## src/rtl/way4_rr_arbiter.sv

```systemverilog
// Round-robin arbiter and sequencer for a shared 4-way output mux.
// Four requesters (A..D) share one output channel. One requester holds the
// grant at a time, for at most MAX_BURST consecutive cycles. The search for
// the next owner starts at ptr, which always points one past the last pick.
//
// Handshake: req[i] is a level request. While gnt[i] is high, out carries
// source i's data and out_valid is high. A requester keeps req high for as
// long as it wants the channel. A dropped request is seen at the next clock
// edge, and out_valid stays high for the cycle in which the owner drops req.
module way4_rr_arbiter #(
  parameter int WIDTH     = 5,
  parameter int MAX_BURST = 4
) (
  input  logic             clk,
  input  logic             rst,
  input  logic [3:0]       req,
  input  logic [WIDTH-1:0] a,
  input  logic [WIDTH-1:0] b,
  input  logic [WIDTH-1:0] c,
  input  logic [WIDTH-1:0] d,
  output logic [3:0]       gnt,
  output logic [1:0]       sel,
  output logic [WIDTH-1:0] out,
  output logic             out_valid,
  output logic             dbg_busy
);

  localparam int CW = $clog2(MAX_BURST) + 1;

  typedef enum logic {IDLE = 1'b0, BUSY = 1'b1} state_t;

  state_t        state;
  logic [1:0]    ptr;
  logic [CW-1:0] cnt;

  logic [7:0]    dbl;
  logic [3:0]    rot;
  logic [1:0]    off;
  logic [1:0]    pick;
  logic          found;

  // Rotate req so that bit 0 corresponds to ptr, then take the lowest set bit.
  // A releasing owner that still requests sits at the far end of the rotation
  // (ptr = owner+1), so it is chosen only when nobody else is asking.
  always_comb begin
    dbl   = {req, req} >> ptr;
    rot   = dbl[3:0];
    found = |rot;
    off   = 2'd0;
    for (int i = 3; i >= 0; i--) begin
      if (rot[i]) off = 2'(i);
    end
    pick = ptr + off;
  end

  // Grant FSM: IDLE waits for any request, BUSY holds or re-arbitrates.
  always_ff @(posedge clk) begin
    if (rst) begin
      state <= IDLE;
      gnt   <= 4'b0000;
      sel   <= 2'd0;
      ptr   <= 2'd0;
      cnt   <= '0;
    end else begin
      case (state)
        IDLE: begin
          if (found) begin
            state <= BUSY;
            gnt   <= 4'b0001 << pick;
            sel   <= pick;
            cnt   <= CW'(1);
            ptr   <= pick + 2'd1;
          end
        end
        BUSY: begin
          if (req[sel] && (cnt < CW'(MAX_BURST))) begin
            cnt <= cnt + CW'(1);
          end else if (found) begin
            gnt <= 4'b0001 << pick;
            sel <= pick;
            cnt <= CW'(1);
            ptr <= pick + 2'd1;
          end else begin
            state <= IDLE;
            gnt   <= 4'b0000;
            cnt   <= '0;
          end
        end
        default: begin
          state <= IDLE;
          gnt   <= 4'b0000;
          cnt   <= '0;
        end
      endcase
    end
  end

  // Output mux: combinational from sel, forced to zero while no grant is held.
  always_comb begin
    out_valid = |gnt;
    dbg_busy  = (state == BUSY);
    out       = '0;
    if (out_valid) begin
      case (sel)
        2'd0:    out = a;
        2'd1:    out = b;
        2'd2:    out = c;
        default: out = d;
      endcase
    end
  end

endmodule

```

## config.mk

```make
export PLATFORM = sky130hd
export DESIGN_NAME = way4_rr_arbiter
export DESIGN_NICKNAME = d
export VERILOG_FILES = /design/src/rtl/way4_rr_arbiter.sv
export SDC_FILE = /design/constraint.sdc
export NUM_CORES = 1
export LEC_CHECK = 0
export CORE_MARGIN = 1.5
export CORE_UTILIZATION = 45
export CTS_BUF_LIST = sky130_fd_sc_hd__clkbuf_4 sky130_fd_sc_hd__clkbuf_8 sky130_fd_sc_hd__clkbuf_16
export DETAILED_ROUTE_END_ITERATION = 7
export DONT_BUFFER_PORTS = 1
export MAX_ROUTING_LAYER = met4
export PLACE_DENSITY = 0.59
export SLEW_MARGIN = 20
export SYNTH_ARGS = -nofsm -noshare
export SYNTH_HDL_FRONTEND = slang
export SYNTH_SLANG_ARGS = --single-unit
```

## constraint.sdc

```tcl
create_clock -name clk -period 3.12 [get_ports clk]
set_clock_uncertainty 0.2 [all_clocks]
set_input_delay 0.312 -clock clk [delete_from_list [all_inputs] [get_ports clk]]
set_output_delay 0.312 -clock clk [all_outputs]
set_load 0.005 [all_outputs]
```

### After elaboration in Yosys (flattened, before gate mapping)

Index checks and enable logic that the tools add are counted.

| storage, ports and cells | value |
|---|---|
| flip-flop bits (word level) | 12 |
| input port bits | 26 |
| output and inout bits | 13 |

| cells by class | value |
|---|---|
| reductions and logical operators | 5 |
| $add $sub $neg | 3 |
| muxes and demuxes | 25 |
| order comparisons | 2 |
| eq/ne operators | 4 |
| bitwise logic cells | 1 |
| shift-type cells | 2 |

Operator list:

| kind | count |
|---|---|
| $mux 2 | 8 |
| $pmux 5 s3 | 1 |
| $mux 4 | 3 |
| $pmux 2 s2 | 2 |
| $pmux 4 s2 | 1 |
| $reduce_or 4->1 | 2 |
| $shr 8x2->4 | 1 |
| $mux 3 | 2 |
| $pmux 3 s2 | 1 |
| $mux 5 | 1 |
| $mux 1 | 4 |
| $ne 2x2->1 const B | 2 |
| $shl 1x2->4 const A | 1 |
| $add 3x1->3 const B | 1 |
| $lt 2x3->1 const B | 1 |
| $lt 3x3->1 const B | 1 |
| $add 2x1->2 const B | 1 |
| $add 2x2->2 | 1 |
| $bmux 1 s2 | 1 |
| $eq 2x1->1 const B | 1 |
| $eq 2x2->1 const B | 1 |
| $logic_not 2->1 | 1 |
| $pmux 1 s2 | 1 |
| $reduce_and 2->1 | 1 |
| 2 further kinds | 2 |

### Logic depth before layout (Yosys ltp)

| logic depth | value |
|---|---|
| depth after elaboration | 10 |
| mapped depth | 11 |
| gate-level depth less buffers | 11 |

### Worst setup path after synthesis

Ideal clock, no wire load.

| path | value |
|---|---|
| path type | flip-flop to flip-flop |
| start | register ptr[0] |
| end | register gnt[2] |
| cell stages (with the launch flop) | 12 |
| data arrival time | 2070 ps |
| setup time | 128 ps |
| path slack | 722 ps |
| period minus slack after synthesis | 2398 ps |
| cell sequence | dfxtp_1 > clkbuf_1 > nor3_1 > a311oi_1 > o211ai_1 > ha_1 > xnor2_1 > xnor2_1 > inv_1 > ha_1 > a22oi_1 > nor2_1 |

| on the way | value |
|---|---|
| cells in the longest elaborated chain, start to end | 10 |
| elaborated cells on any way between the ends | 14 |
| those cells by class | add/sub: 1; eq/ne: 1; shift: 2; mux: 8; reduce/logical: 2 |

Ends and longest elaborated chain:

| what | line | text |
|---|---|---|
| start: declaration | 33 | `logic [1:0] ptr;` |
| start signal: assignment | 72 | `ptr <= pick + 2'd1;` |
| start signal: assignment | 82 | `ptr <= pick + 2'd1;` |
| $shr 8x2->4 | 46 | `dbl = {req, req} >> ptr;` |
| $mux 2 (4 in series) | 51 | `if (rot[i]) off = 2'(i);` |
| $add 2x2->2 * | 53 | `pick = ptr + off;` |
| net pick[1] | 39 | `logic [1:0] pick;` |
| $shl 1x2->4 * | 69, 79 |  |
| $mux 4 | 78 | `end else if (found) begin` |
| $mux 4 | 76 | `if (req[sel] && (cnt < CW'(MAX_BURST))) begin` |
| $pmux 4 s2 * | 65 | `case (state)` |
| end signal: assignment | 69 | `gnt <= 4'b0001 << pick;` |
| end signal: assignment | 79 | `gnt <= 4'b0001 << pick;` |
| end: declaration | 21 | `output logic [3:0] gnt,` |

The timed path passes the listed nets; every way through them passes the cells marked *. The select of a mux whose other input is x is not followed.
A chain may end at the register's enable or synchronous reset.

### Final worst setup path

| path | value |
|---|---|
| start | register ptr[0] |
| end | register ptr[1] |

| on the way | value |
|---|---|
| cells in the longest elaborated chain, start to end | 10 |
| elaborated cells on any way between the ends | 11 |
| those cells by class | add/sub: 2; shift: 1; mux: 7; reduce/logical: 1 |

Ends and longest elaborated chain:

| what | line |
|---|---|
| $shr 8x2->4 | 46 |
| $mux 2 (4 in series) | 51 |
| $add 2x2->2 | 53 |
| $add 2x1->2 | 72, 82 |
| $mux 2 * | 67, 78 |
| $mux 2 | 76 |
| $pmux 2 s2 * | 65 |

Every way passes the cells marked *; elsewhere a longest branch is shown, timed or not. The select of a mux whose other input is x is not followed.

==> results_dict.tcl <==
set metrics [dict create \
    outcome "finished, final reports clean" \
    synth_cell_types 31 \
    io_buffers 0 \
    p_total_mw 0.8047 \
    gp_congestion 0.8185 \
    rsz0062_at_grt "false" \
    fin_ws_ps 612.9 \
    worst_pin_slew_ps 843.8 \
    postSynthAreaPerCell_um2 9.762 \
    clockBufferDepth 2 \
    synthAdderAreaFrac_pct 5.634 \
    dp.final_hpwl_mm 1.311 \
    yosys.area.top_type "dfxtp_1" \
    final_common_cell "nor2_1" \
    setup_viol_count_final 0 \
    relSlewSlack_pct 43.23 \
    synth_xor_area_share_pct 1.972 \
    dpl.cell_count 110 \
    synth_top_family_by_area "simple AND/OR/NAND/NOR gates" \
    ys_seq_area_share_pct 27.04 \
    die_area_mm2 0.002250 \
    cp_max_fo 12 \
    crit_buf_inv 0 \
    fin_setup_tns_ps 0 \
    critical_path_arrival_ps 2500 \
    crit_family "compound AO/OA/AOI/OAI gates" \
    synth-simple-area-share_pct 23.24 \
    post_cts_buffers 0 \
    critPathMaxStageDelay_ps 540 \
    netlist_area_um2 888.4 \
    worstPathRequired_ps 3110 \
    timing.final.crit_share_pct 80.36 \
    fin_nets 121 \
    synth_area_leaders "dfxtp_1 (27%), mux4_1 (15%), nor2_1 (7.2%)" \
    syn_nets 121 \
    ys_ff_latch 12 \
    clkTransAtPathRegs_ps 70 \
    holdWs_ps 9.266 \
    drv_slew 0 \
    yosys_warnings 0 \
    antenna_found_initial 0 \
    core-area_mm2 0.001783 \
    hold_viol 0 \
    synth_compound_gate_area_share_pct 15.63 \
    crit_slowest_cell "dfxtp_1" \
    cts_sinks 12 \
    grt_pass1_wl_mm 2.815 \
    grt_pass1_vias 642 \
    cts_tree "yes" \
    die_w_um 47.43 \
    io_pins 39 \
    min_period_ps 2507 \
    cap_violations 0 \
    grt_overflow_total 0 \
    powerDensity_mw_per_mm2 881.1 \
    start_util_pct 49.82 \
    drt-wirelength-per-cell_um 15.70 \
    stdcell_count 115 \
    die_h_um 47.43 \
    crit_path_start_kind "flip-flop" \
    drc_errors 0 \
    row_count 15 \
    first_iter_violations 7 \
    timing.fmax_ghz 0.3989 \
    dr.pass1.iters 4 \
    via_per_inst 5.922 \
    root_buffer "clkbuf_4" \
    layout_common_cells "nor2_1 (17), dfxtp_1 (12), nor2b_1 (8), inv_1 (5), mux4_1 (5)" \
    cts_buffers 3 \
    synth_mux_area_share_pct 18.45 \
    drive_above_1_share_pct 10.00 \
    via_count 681 \
    synthCells 91 \
    antennaDiodeCount 0 \
    power.leakage_nw 0.3518 \
    worstHoldPathType "in2reg" \
    cp-end-kind "flip-flop" \
    grt_util_all_layers_pct 18.78 \
    pre_cts_ws_ps 615.1 \
    critical_path_class "reg2reg" \
    area_growth_pct 2.817 \
    h-tree-depth 1 \
    routed_wl_mm 1.805 \
    grt_start_max_net_pins 13 \
    ant_nets 0 \
    synth_top_cell_area_share_pct 27.04 \
    path_cells "nor3_1, a311oi_1, o211ai_1, ha_1, xnor2_1, xnor2_1, ha_1, a211oi_1" \
    vdd.ir_drop.worst_mv 0.4563 \
    clk_latency_ps 280 \
]
==> flip-flops by register name, summed over array words and instances (netlist names) <==
register and flops:
cnt 3, sel 2, ptr 2, gnt 4, dbg_busy 1
==> power breakdown <==
| group | internal (mW) | switching [mW] |
|---|---|---|
| Combinational | 0.206 | 0.197 |
| Clock | 0.0710 | 0.0535 |
| Sequential | 0.199 | 0.0773 |
| Total | 0.477 | 0.328 |
==> final cells by class <==
type,instances,area [um2]
clock buffer,4,36.28
multi-input combinational,68,576.8
timing repair buffer,1,10.01
sequential,12,240.2
tap,25,31.28
inverter,5,18.77
fill,165,869.6
==> synthesized netlist by cell type, drive strengths merged <==
library cell	instances
o32ai	2
nand3	1
a32o	1
or2	1
a21oi	2
or4	2
a22oi	3
inv	5
mux2i	1
nor2b	8
xnor2	2
nand3b	1
mux4	6
a311oi	1
ha	4
a211oi	3
clkbuf	2
nor3	1
nor4	2
and2	1
o311a	1
o21ai	1
buf	4
nand2b	2
nor2	18
a32oi	2
o211ai	2
dfxtp	12
==> worst register-to-register path, cell delays in order, from the launching register on <==
cell and delay (ps):
dfxtp_1 540, nor3_1 120, a311oi_1 260, o211ai_1 120, ha_1 200, xnor2_1 130, xnor2_1 350, ha_1 320
a211oi_1 200
==> logic make-up (layout without fill, tap and decap cells) <==
| logic type | Yosys count | after routing |
|---|---|---|
| AND/OR/NAND/NOR | 37 | 37 |
| AO/OA/AOI/OAI | 18 | 18 |
| flip-flops | 12 | 12 |
| buffers and inverters | 11 | 10 |
| multiplexers | 7 | 7 |
| adder cells (fa/ha/maj) | 4 | 4 |
| XOR/XNOR | 2 | 2 |
==> layer usage <==
metal / wire length, um / track usage, % / vias up
met1: 763 / 21.58 / 308
met2: 836 / 29.46 / 30
li1: - / - / 341
met3: 190 / 8.679 / 2
met4: 15 / 5.000 / 0
met5: 0 / - / -
==> repair_timing <==
| action | CTS | global route |
|---|---|---|
| hold endpoints to repair | 11 | 0 |
| gates resized for setup | 0 | 0 |
| hold buffers | 1 | 0 |
==> metrics by stage <==
step	util, %	cell area (um2)
2_1_floorplan	-	888.4
6_report	51.23	913.4
3_3_place_gp	48.63	867.1
3_5_place_dp	48.63	867.1
4_1_cts	51.23	913.4
5_1_grt	51.23	913.4
==> final timing paths <==
check	start	to	slack, ps	cells past startpoint
hold reg to reg	cnt[2]$_SDFFE_PP0P_	cnt[2]$_SDFFE_PP0P_	300	2
hold / removal	req[0]	dbg_busy$_SDFF_PP0_	9	2
setup reg to reg	ptr[0]$_SDFFE_PP0P_	ptr[1]$_SDFFE_PP0P_	610	8
setup / recovery	ptr[0]$_SDFFE_PP0P_	ptr[1]$_SDFFE_PP0P_	610	8
Power figures use the tool's default switching activity.
